<file path="src/rtl/sqrt_arbiter.sv">
`default_nettype none
// ============================================================================
//  Module   : sqrt_arbiter
//  Purpose  : Two-requester round-robin front end for a single sqrt /
//             inverse-sqrt core. Grants one requester at a time, issues its
//             operands to the core, waits for the result with a bounded
//             timeout (flushing the core on expiry) and returns a one-cycle
//             response pulse to the granted requester.
//  Ports    : clk, rst (sync, active-low)
//             reqN_valid_i/s_i/odd_i/inv_i/spec_i -> reqN_ready_o   (N=0,1)
//             respN_valid_o/res_o/err_o                             (N=0,1)
//             core_do_o/s_o/odd_o/inv_o/spec_o/rst_o -> core
//             core_valid_i/res_i <- core
//  Revision : 1.0  initial release
// ============================================================================
module sqrt_arbiter #(
    parameter int TIMEOUT_CYCLES = 64,
    // Significand width: 1 + LAMP_FLOAT_F_DW of the lampFPU configuration.
    parameter int SIG_W          = 8
) (
    input  logic             clk,
    input  logic             rst,
    input  logic             req0_valid_i,
    input  logic [SIG_W-1:0] req0_s_i,
    input  logic             req0_odd_i,
    input  logic             req0_inv_i,
    input  logic             req0_spec_i,
    output logic             req0_ready_o,
    input  logic             req1_valid_i,
    input  logic [SIG_W-1:0] req1_s_i,
    input  logic             req1_odd_i,
    input  logic             req1_inv_i,
    input  logic             req1_spec_i,
    output logic             req1_ready_o,
    output logic             resp0_valid_o,
    output logic [SIG_W-1:0] resp0_res_o,
    output logic             resp0_err_o,
    output logic             resp1_valid_o,
    output logic [SIG_W-1:0] resp1_res_o,
    output logic             resp1_err_o,
    output logic             core_do_o,
    output logic [SIG_W-1:0] core_s_o,
    output logic             core_odd_o,
    output logic             core_inv_o,
    output logic             core_spec_o,
    output logic             core_rst_o,
    input  logic             core_valid_i,
    input  logic [SIG_W-1:0] core_res_i
);

    localparam int               CNT_W      = $clog2(TIMEOUT_CYCLES) + 1;
    localparam logic [CNT_W-1:0] c_CNT_LAST = CNT_W'(TIMEOUT_CYCLES - 1);
    localparam logic [CNT_W-1:0] c_CNT_MAX  = {CNT_W{1'b1}};

    localparam logic [1:0] c_ST_IDLE  = 2'd0;
    localparam logic [1:0] c_ST_ISSUE = 2'd1;
    localparam logic [1:0] c_ST_WAIT  = 2'd2;
    localparam logic [1:0] c_ST_RESP  = 2'd3;

    logic [1:0]       r_state;
    logic [1:0]       w_state_nxt;
    logic             r_ptr;
    logic             r_gnt;
    logic [SIG_W-1:0] r_s;
    logic             r_odd;
    logic             r_inv;
    logic             r_spec;
    logic [CNT_W-1:0] r_cnt;
    logic [SIG_W-1:0] r_res0;
    logic [SIG_W-1:0] r_res1;
    logic             r_err0;
    logic             r_err1;

    logic             w_any;
    logic             w_gnt;
    logic             w_cnt_last;
    logic             w_timeout;
    logic             w_hold;

    assign w_any      = req0_valid_i | req1_valid_i;
    // Pointer only matters on contention; a lone requester always wins.
    assign w_gnt      = (req0_valid_i & req1_valid_i) ? r_ptr : req1_valid_i;
    assign w_cnt_last = (r_cnt >= c_CNT_LAST);
    // A result arriving on the last allowed cycle takes precedence over abort.
    assign w_timeout  = (r_state == c_ST_WAIT) && !core_valid_i && w_cnt_last;
    assign w_hold     = (r_state == c_ST_ISSUE) || (r_state == c_ST_WAIT);

    // ------------------------------------------------------------------
    // State register
    // ------------------------------------------------------------------
    always_ff @(posedge clk) begin
        if (!rst) begin
            r_state <= c_ST_IDLE;
        end else begin
            r_state <= w_state_nxt;
        end
    end

    // ------------------------------------------------------------------
    // Next-state logic
    // ------------------------------------------------------------------
    always_comb begin
        w_state_nxt = r_state;
        case (r_state)
            c_ST_IDLE:  if (w_any) w_state_nxt = c_ST_ISSUE;
            c_ST_ISSUE: w_state_nxt = c_ST_WAIT;
            c_ST_WAIT:  if (core_valid_i || w_cnt_last) w_state_nxt = c_ST_RESP;
            c_ST_RESP:  w_state_nxt = c_ST_IDLE;
            default:    w_state_nxt = c_ST_IDLE;
        endcase
    end

    // ------------------------------------------------------------------
    // Operand latch, timeout counter, response registers, RR pointer
    // ------------------------------------------------------------------
    always_ff @(posedge clk) begin
        if (!rst) begin
            r_ptr  <= 1'b0;
            r_gnt  <= 1'b0;
            r_s    <= '0;
            r_odd  <= 1'b0;
            r_inv  <= 1'b0;
            r_spec <= 1'b0;
            r_cnt  <= '0;
            r_res0 <= '0;
            r_res1 <= '0;
            r_err0 <= 1'b0;
            r_err1 <= 1'b0;
        end else begin
            case (r_state)
                c_ST_IDLE: begin
                    if (w_any) begin
                        r_gnt  <= w_gnt;
                        r_s    <= w_gnt ? req1_s_i    : req0_s_i;
                        r_odd  <= w_gnt ? req1_odd_i  : req0_odd_i;
                        r_inv  <= w_gnt ? req1_inv_i  : req0_inv_i;
                        r_spec <= w_gnt ? req1_spec_i : req0_spec_i;
                    end
                end
                c_ST_ISSUE: begin
                    r_cnt <= '0;
                end
                c_ST_WAIT: begin
                    if (r_cnt != c_CNT_MAX) begin
                        r_cnt <= r_cnt + 1'b1;
                    end
                    if (core_valid_i) begin
                        if (r_gnt) begin
                            r_res1 <= core_res_i;
                            r_err1 <= 1'b0;
                        end else begin
                            r_res0 <= core_res_i;
                            r_err0 <= 1'b0;
                        end
                    end else if (w_cnt_last) begin
                        if (r_gnt) begin
                            r_res1 <= '0;
                            r_err1 <= 1'b1;
                        end else begin
                            r_res0 <= '0;
                            r_err0 <= 1'b1;
                        end
                    end
                end
                c_ST_RESP: begin
                    // Next contention goes to whoever was not just served.
                    r_ptr <= ~r_gnt;
                end
                default: begin
                    r_cnt <= '0;
                end
            endcase
        end
    end

    // ------------------------------------------------------------------
    // Output logic; everything is forced quiet while reset is held, except
    // the core flush which is held asserted.
    // ------------------------------------------------------------------
    always_comb begin
        req0_ready_o  = 1'b0;
        req1_ready_o  = 1'b0;
        resp0_valid_o = 1'b0;
        resp1_valid_o = 1'b0;
        core_do_o     = 1'b0;
        core_spec_o   = 1'b0;
        core_s_o      = '0;
        core_odd_o    = 1'b0;
        core_inv_o    = 1'b0;
        core_rst_o    = !rst || w_timeout;
        if (rst) begin
            req0_ready_o  = (r_state == c_ST_IDLE) && w_any && !w_gnt;
            req1_ready_o  = (r_state == c_ST_IDLE) && w_any &&  w_gnt;
            resp0_valid_o = (r_state == c_ST_RESP) && !r_gnt;
            resp1_valid_o = (r_state == c_ST_RESP) &&  r_gnt;
            core_do_o     = (r_state == c_ST_ISSUE) && !r_spec;
            core_spec_o   = (r_state == c_ST_ISSUE) &&  r_spec;
            if (w_hold) begin
                core_s_o   = r_s;
                core_odd_o = r_odd;
                core_inv_o = r_inv;
            end
        end
    end

    assign resp0_res_o = r_res0;
    assign resp0_err_o = r_err0;
    assign resp1_res_o = r_res1;
    assign resp1_err_o = r_err1;

endmodule
`default_nettype wire

</file>
<file path="config.mk">
export PLATFORM = sky130hd
export DESIGN_NAME = sqrt_arbiter
export DESIGN_NICKNAME = d
export VERILOG_FILES = /design/src/rtl/sqrt_arbiter.sv
export SDC_FILE = /design/constraint.sdc
export NUM_CORES = 1
export LEC_CHECK = 0
export ABC_AREA = 0
export CELL_PAD_IN_SITES_DETAIL_PLACEMENT = 1
export CELL_PAD_IN_SITES_GLOBAL_PLACEMENT = 1
export CORE_MARGIN = 1
export CORE_UTILIZATION = 35
export CTS_BUF_LIST = sky130_fd_sc_hd__clkbuf_2
export DETAILED_ROUTE_END_ITERATION = 16
export PLACE_DENSITY_LB_ADDON = 0.1
export SYNTH_ARGS = -nofsm -noshare
export SYNTH_HDL_FRONTEND = slang
export SYNTH_SLANG_ARGS = --single-unit
</file>
<file path="constraint.sdc">
create_clock -name clk -period 3.3 [get_ports clk]
set_input_delay 0.33 -clock clk [delete_from_list [all_inputs] [get_ports clk]]
set_output_delay 0.33 -clock clk [all_outputs]
set_load 0.02 [all_outputs]
</file>
After elaboration in Yosys (flattened, before gate mapping). Cells that the tools add are included.

Bitwise gates (word level): 3. $mul: 0. Div/mod/pow operators: 0. $add $sub $neg: 1. Muxes and demuxes: 38. Reductions and logical operators: 25. Shift-type cells: 0. Eq/ne operators: 7. $lt $le $gt $ge: 1.

Operator list (count): $mux 8 (11); $mux 1 (22); $pmux 7 s2 (1); $logic_and 1x1->1 (9); $pmux 2 s4 (1); $add 7x1->7 const B (1); $ge 7x6->1 const B (1); $mux 7 (1); $ne 7x7->1 const B (1); $reduce_and 2->1 (3); $reduce_and 3->1 (2); $logic_not 1->1 (5); $eq 2x2->1 const B (2); $mux 2 (2); $ne 2x1->1 const B (2); $reduce_bool 2->1 (2); $logic_or 1x1->1 (3); $eq 2x1->1 const B (1); $logic_not 2->1 (1); $ne 2x2->1 const B (1); $and 1x1->1 (1); $not 1->1 (1); $or 1x1->1 (1).

Flip-flop bits (word level): 40. Input bits: 35. Bits in writable memories: 0. Bits in read-only memories: 0. Bits in latches: 0. Memories kept: 0. Word-level logic and storage cells: 87.

Depth between registers and ports, before layout.
Depth after elaboration: 5. Depth in mapped cells: 7. Depth with buffers taken out: 6.

Worst setup path after synthesis. Ideal clock, no wire load.

Kind: register to register. Start point: register r_state[0]. End point: register r_cnt[5]. Path slack: 1561 ps. Required time: 3228 ps. Setup time: 72 ps. Path buffers: 1. Clock period less this slack: 1739 ps. Stages on the path, launching flop included: 8. Arrival: 1667 ps. Cells stage by stage: dfxtp_1 -> inv_1 -> ha_1 -> and2_1 -> buf_6 -> and3_4 -> or4_1 -> a21oi_1.

Cells in the longest elaborated chain, start to end: 3.

Ends and longest elaborated chain: start, declared (line 60) `logic [1:0] r_state;`; start signal, assigned (line 93) `r_state <= c_ST_IDLE;`; start signal, assigned (line 95) `r_state <= w_state_nxt;`; $eq 2x2->1 or $eq 2x1->1 (tied branches) (line 130) `case (r_state)`; $ne 2x1->1 (no source line) or $reduce_bool 2->1 (tied branches); $reduce_and 2->1 (no source line); end signal, assigned (line 145) `r_cnt <= r_cnt + 1'b1;`; end, declared (line 68) `logic [CNT_W-1:0] r_cnt;`.

Several ways; a longest one is shown, not always the timed one. A chain may end at the register's enable or synchronous reset.

Final worst setup path.
Start point: register r_state[0]. End point: output req1_ready_o.

Cells in the longest elaborated chain, start to end: 4.

Ends and longest elaborated chain: $logic_not 2->1 (line 193) `req1_ready_o = (r_state == c_ST_IDLE) && w_any && w_gnt;`; $logic_and 1x1->1 (2 in series) (line 193); $mux 1 (line 191) `if (rst) begin`; end, declared (line 34) `output logic req1_ready_o,`.

Every way passes these cells.

==> qor.csv <==
stage,metric,value,unit
critical_path,critPathMaxFanout,10,
power_and_ir_drop,max-vdd-ir-drop,216,µV
sta,tightestPinTransition,0.786,ns
synthesis,synthArstFlopShare,0,
power_and_ir_drop,p_per_area,507,nW/µm²
die,start_util,0.366,
synthesis,synth_nets,258,
sta,holdWs,0.474,ns
sta,setup_violations,0,
synthesis,synth.yosys.seq_area_share,0.423,
clocking,cts_resized,0,
global_route,overflow,0,
global_route,grt_pass1_wl,8960,µm
global_route,track_usage,0.208,
sta,fmax,357,MHz
sta,relSlewSlack,0.474,
worst_hold_path,min_path_type,reg2reg,
critical_path,worstSetupStartpointType,flip-flop,
clocking,htreeDepth,2,
critical_path,worstSetupPathType,reg2out,
detailed_routing,post_drt_wl_per_cell,15.6,µm
synthesis,synth_compound_area_frac,0.292,
die,row_count,26,
global_route,grt_max_degree,24,
sta,fin_skew,0.0134,ns
placed_design,dp_hpwl,4070,µm
critical_path,cp_slowest_cell,clkdlybuf4s50_1,
synthesis,yosysMostFrequentCell,dfxtp_1,
critical_path,crit_chain,inv_1 > ha_1 > nand2_1 > nor2b_1 > clkdlybuf4s50_1,
synthesis,ys_top_cells_by_area,"dfxtp_1, a211oi_1, and3_1",
clocking,hold_buffers,0,
synthesis,synth.top_cell.area_share,0.423,
synthesis,synth_top_family_by_area,compound AO/OA/AOI/OAI gates,
clocking,insertion_delay,0.40,ns
synthesis,yosys.area.top_type,dfxtp_1,
die,die_w,75.5,µm
clocking,path_clk_slew,0.21,ns
critical_path,cp.required,2.97,ns
synthesis,synth_area,1890,µm²
synthesis,avgSynthCellArea,8.72,µm²
critical_path,crit_arrival,2.47,ns
global_route,antenna_found_initial,0,
sta,post-route-min-period,2.80,ns
synthesis,synth.mux.area_fraction,0.00529,
layout,final_util,0.518,
run,drv_cap,0,
synthesis,synth_edf_count,0,
detailed_routing,wl,5550,µm
detailed_routing,antenna_left,0,
sta,finalCritPeriodShare,0.849,
detailed_routing,drt-initial-drc-count,71,
sta,rsz0062_at_grt,false,
placed_design,io_buffers,69,
detailed_routing,dr_total_vias,1954,
clocking,cts_num_sinks,40,
sta,hold_viol_final,0,
layout,antennaDiodeCount,0,
detailed_routing,drcViolationCount,0,
sta,setup_tns,0,ns
layout,area_delta_synth_final,41.6,%
layout,layout-drive-gt1-share,0.0632,
detailed_routing,first_pass_iters,4,
synthesis,yosysWarnings,0,
clocking,cts_tree,built,
global_route,grt_pass1_vias,1968,
clocking,cts_buffers,5,
layout,nets,325,
synthesis,syn-instance-count,217,
die,die_area,5700,µm²
clocking,root_buffer,clkbuf_2,
synthesis,synthAdderAreaFrac,0.0397,
detailed_routing,viasPerCell,5.50,
synthesis,synth_xor_area_frac,0.00463,
critical_path,max_stage_delay,0.67,ns
synthesis,synth_seq_cells,40,
synthesis,synth_flop_cell,dfxtp_1,
clocking,cts_buffer_depth,2,
power_and_ir_drop,leakagePower,1.02,nW
die,core-area,5170,µm²
synthesis,synth_cell_types,39,
placed_design,place_congestion,0.755,
critical_path,worst_setup_path_end_kind,output pin,
outcome,status,completed,
clocking,post_cts.repair.setup_buffers,0,
synthesis,yosys.area_share.simple,0.187,
die,io_pins,70,
die,die_h,75.5,µm
synthesis,netlist_top_cells_count,"dfxtp_1, nand2_1, a211oi_1, and3_1, a21oi_1",
sta,finalMaxSlewViolations,0,
[registers in the layout, summed over array words and instances (netlist names)]
name and flops:
resp0_res_o 8, r_inv 1, r_spec 1, r_state 2
resp1_err_o 1, r_gnt 1, r_s 8, r_odd 1
r_cnt 7, r_ptr 1, resp0_err_o 1, resp1_res_o 8
[metrics by stage]
stage | cell area (µm²) | std cells | total power, mW | setup slack, ns
2_1_floorplan | 1890 | 217 | 0.924 | 1.56
3_3_place_gp | 2640 | 347 | 1.14 | 0.729
5_1_grt | 2680 | 355 | 1.45 | 0.348
3_5_place_dp | 2640 | 347 | 1.15 | 0.714
6_report | 2680 | 355 | 1.36 | 0.497
4_1_cts | 2680 | 355 | 1.37 | 0.491
[routing by layer]
metal,share of wire,global-route usage,vias to the layer above
li1,-,-,942
met1,0.46,0.259,953
met2,0.47,0.347,51
met3,0.055,0.0569,8
met4,0.013,0.0700,0
met5,0,0,-
[kinds of logic after synthesis]
logic type | count (synthesis)
mux | 1
simple gates | 69
buf+inv | 20
compound gates | 80
fa+ha+maj | 6
flops | 40
xor+xnor | 1
[cells in the final DEF (no fill, tap or decap), types with 8 or more instances in the layout]
cell type | synthesis | routed
nor2_1 | 8 | 8
nor3_1 | 8 | 8
a21oi_1 | 13 | 13
and3_1 | 15 | 15
nand2_1 | 22 | 22
clkdlybuf4s50_1 | 0 | 69
a211oi_1 | 18 | 18
dfxtp_1 | 40 | 40
a31oi_1 | 10 | 10
a22oi_1 | 9 | 9
o21ai_0 | 12 | 12
[worst max-delay path: cells and delay by family, from the launching register on]
kind | cells | cell delay (ns)
adders and majority gates | 1 | 0.28
and+or+nand+nor | 2 | 0.60
buffers and inverters | 2 | 0.80
DFF | 1 | 0.39
[layout make-up]
cell class / instances / area [µm²]
fill: 608 / 2490
timing repair buffer: 74 / 728
clock buffer: 6 / 30.0
tap: 70 / 87.6
clock inverter: 2 / 11.3
multi-input combinational: 157 / 998
sequential: 40 / 801
inverter: 6 / 22.5
[power by group]
group / leakage (nW) / switching [mW] / internal (mW)
Combinational: 0.673 / 0.315 / 0.227
Sequential: 0.325 / 0.0492 / 0.551
Clock: 0.0266 / 0.165 / 0.0529
Total: 1.02 / 0.529 / 0.830
[worst paths after layout]
path                            startpoint           end  slack [ns]  cells past startpoint
worst max-delay path            r_state[0]  req1_ready_o        0.50                      5
worst min-delay path                r_s[0]        r_s[0]        0.47                      2
worst max register to register  r_state[0]      r_cnt[5]        1.20                      6
worst min register to register      r_s[0]        r_s[0]        0.47                      2
Power figures use the tool's default switching activity.
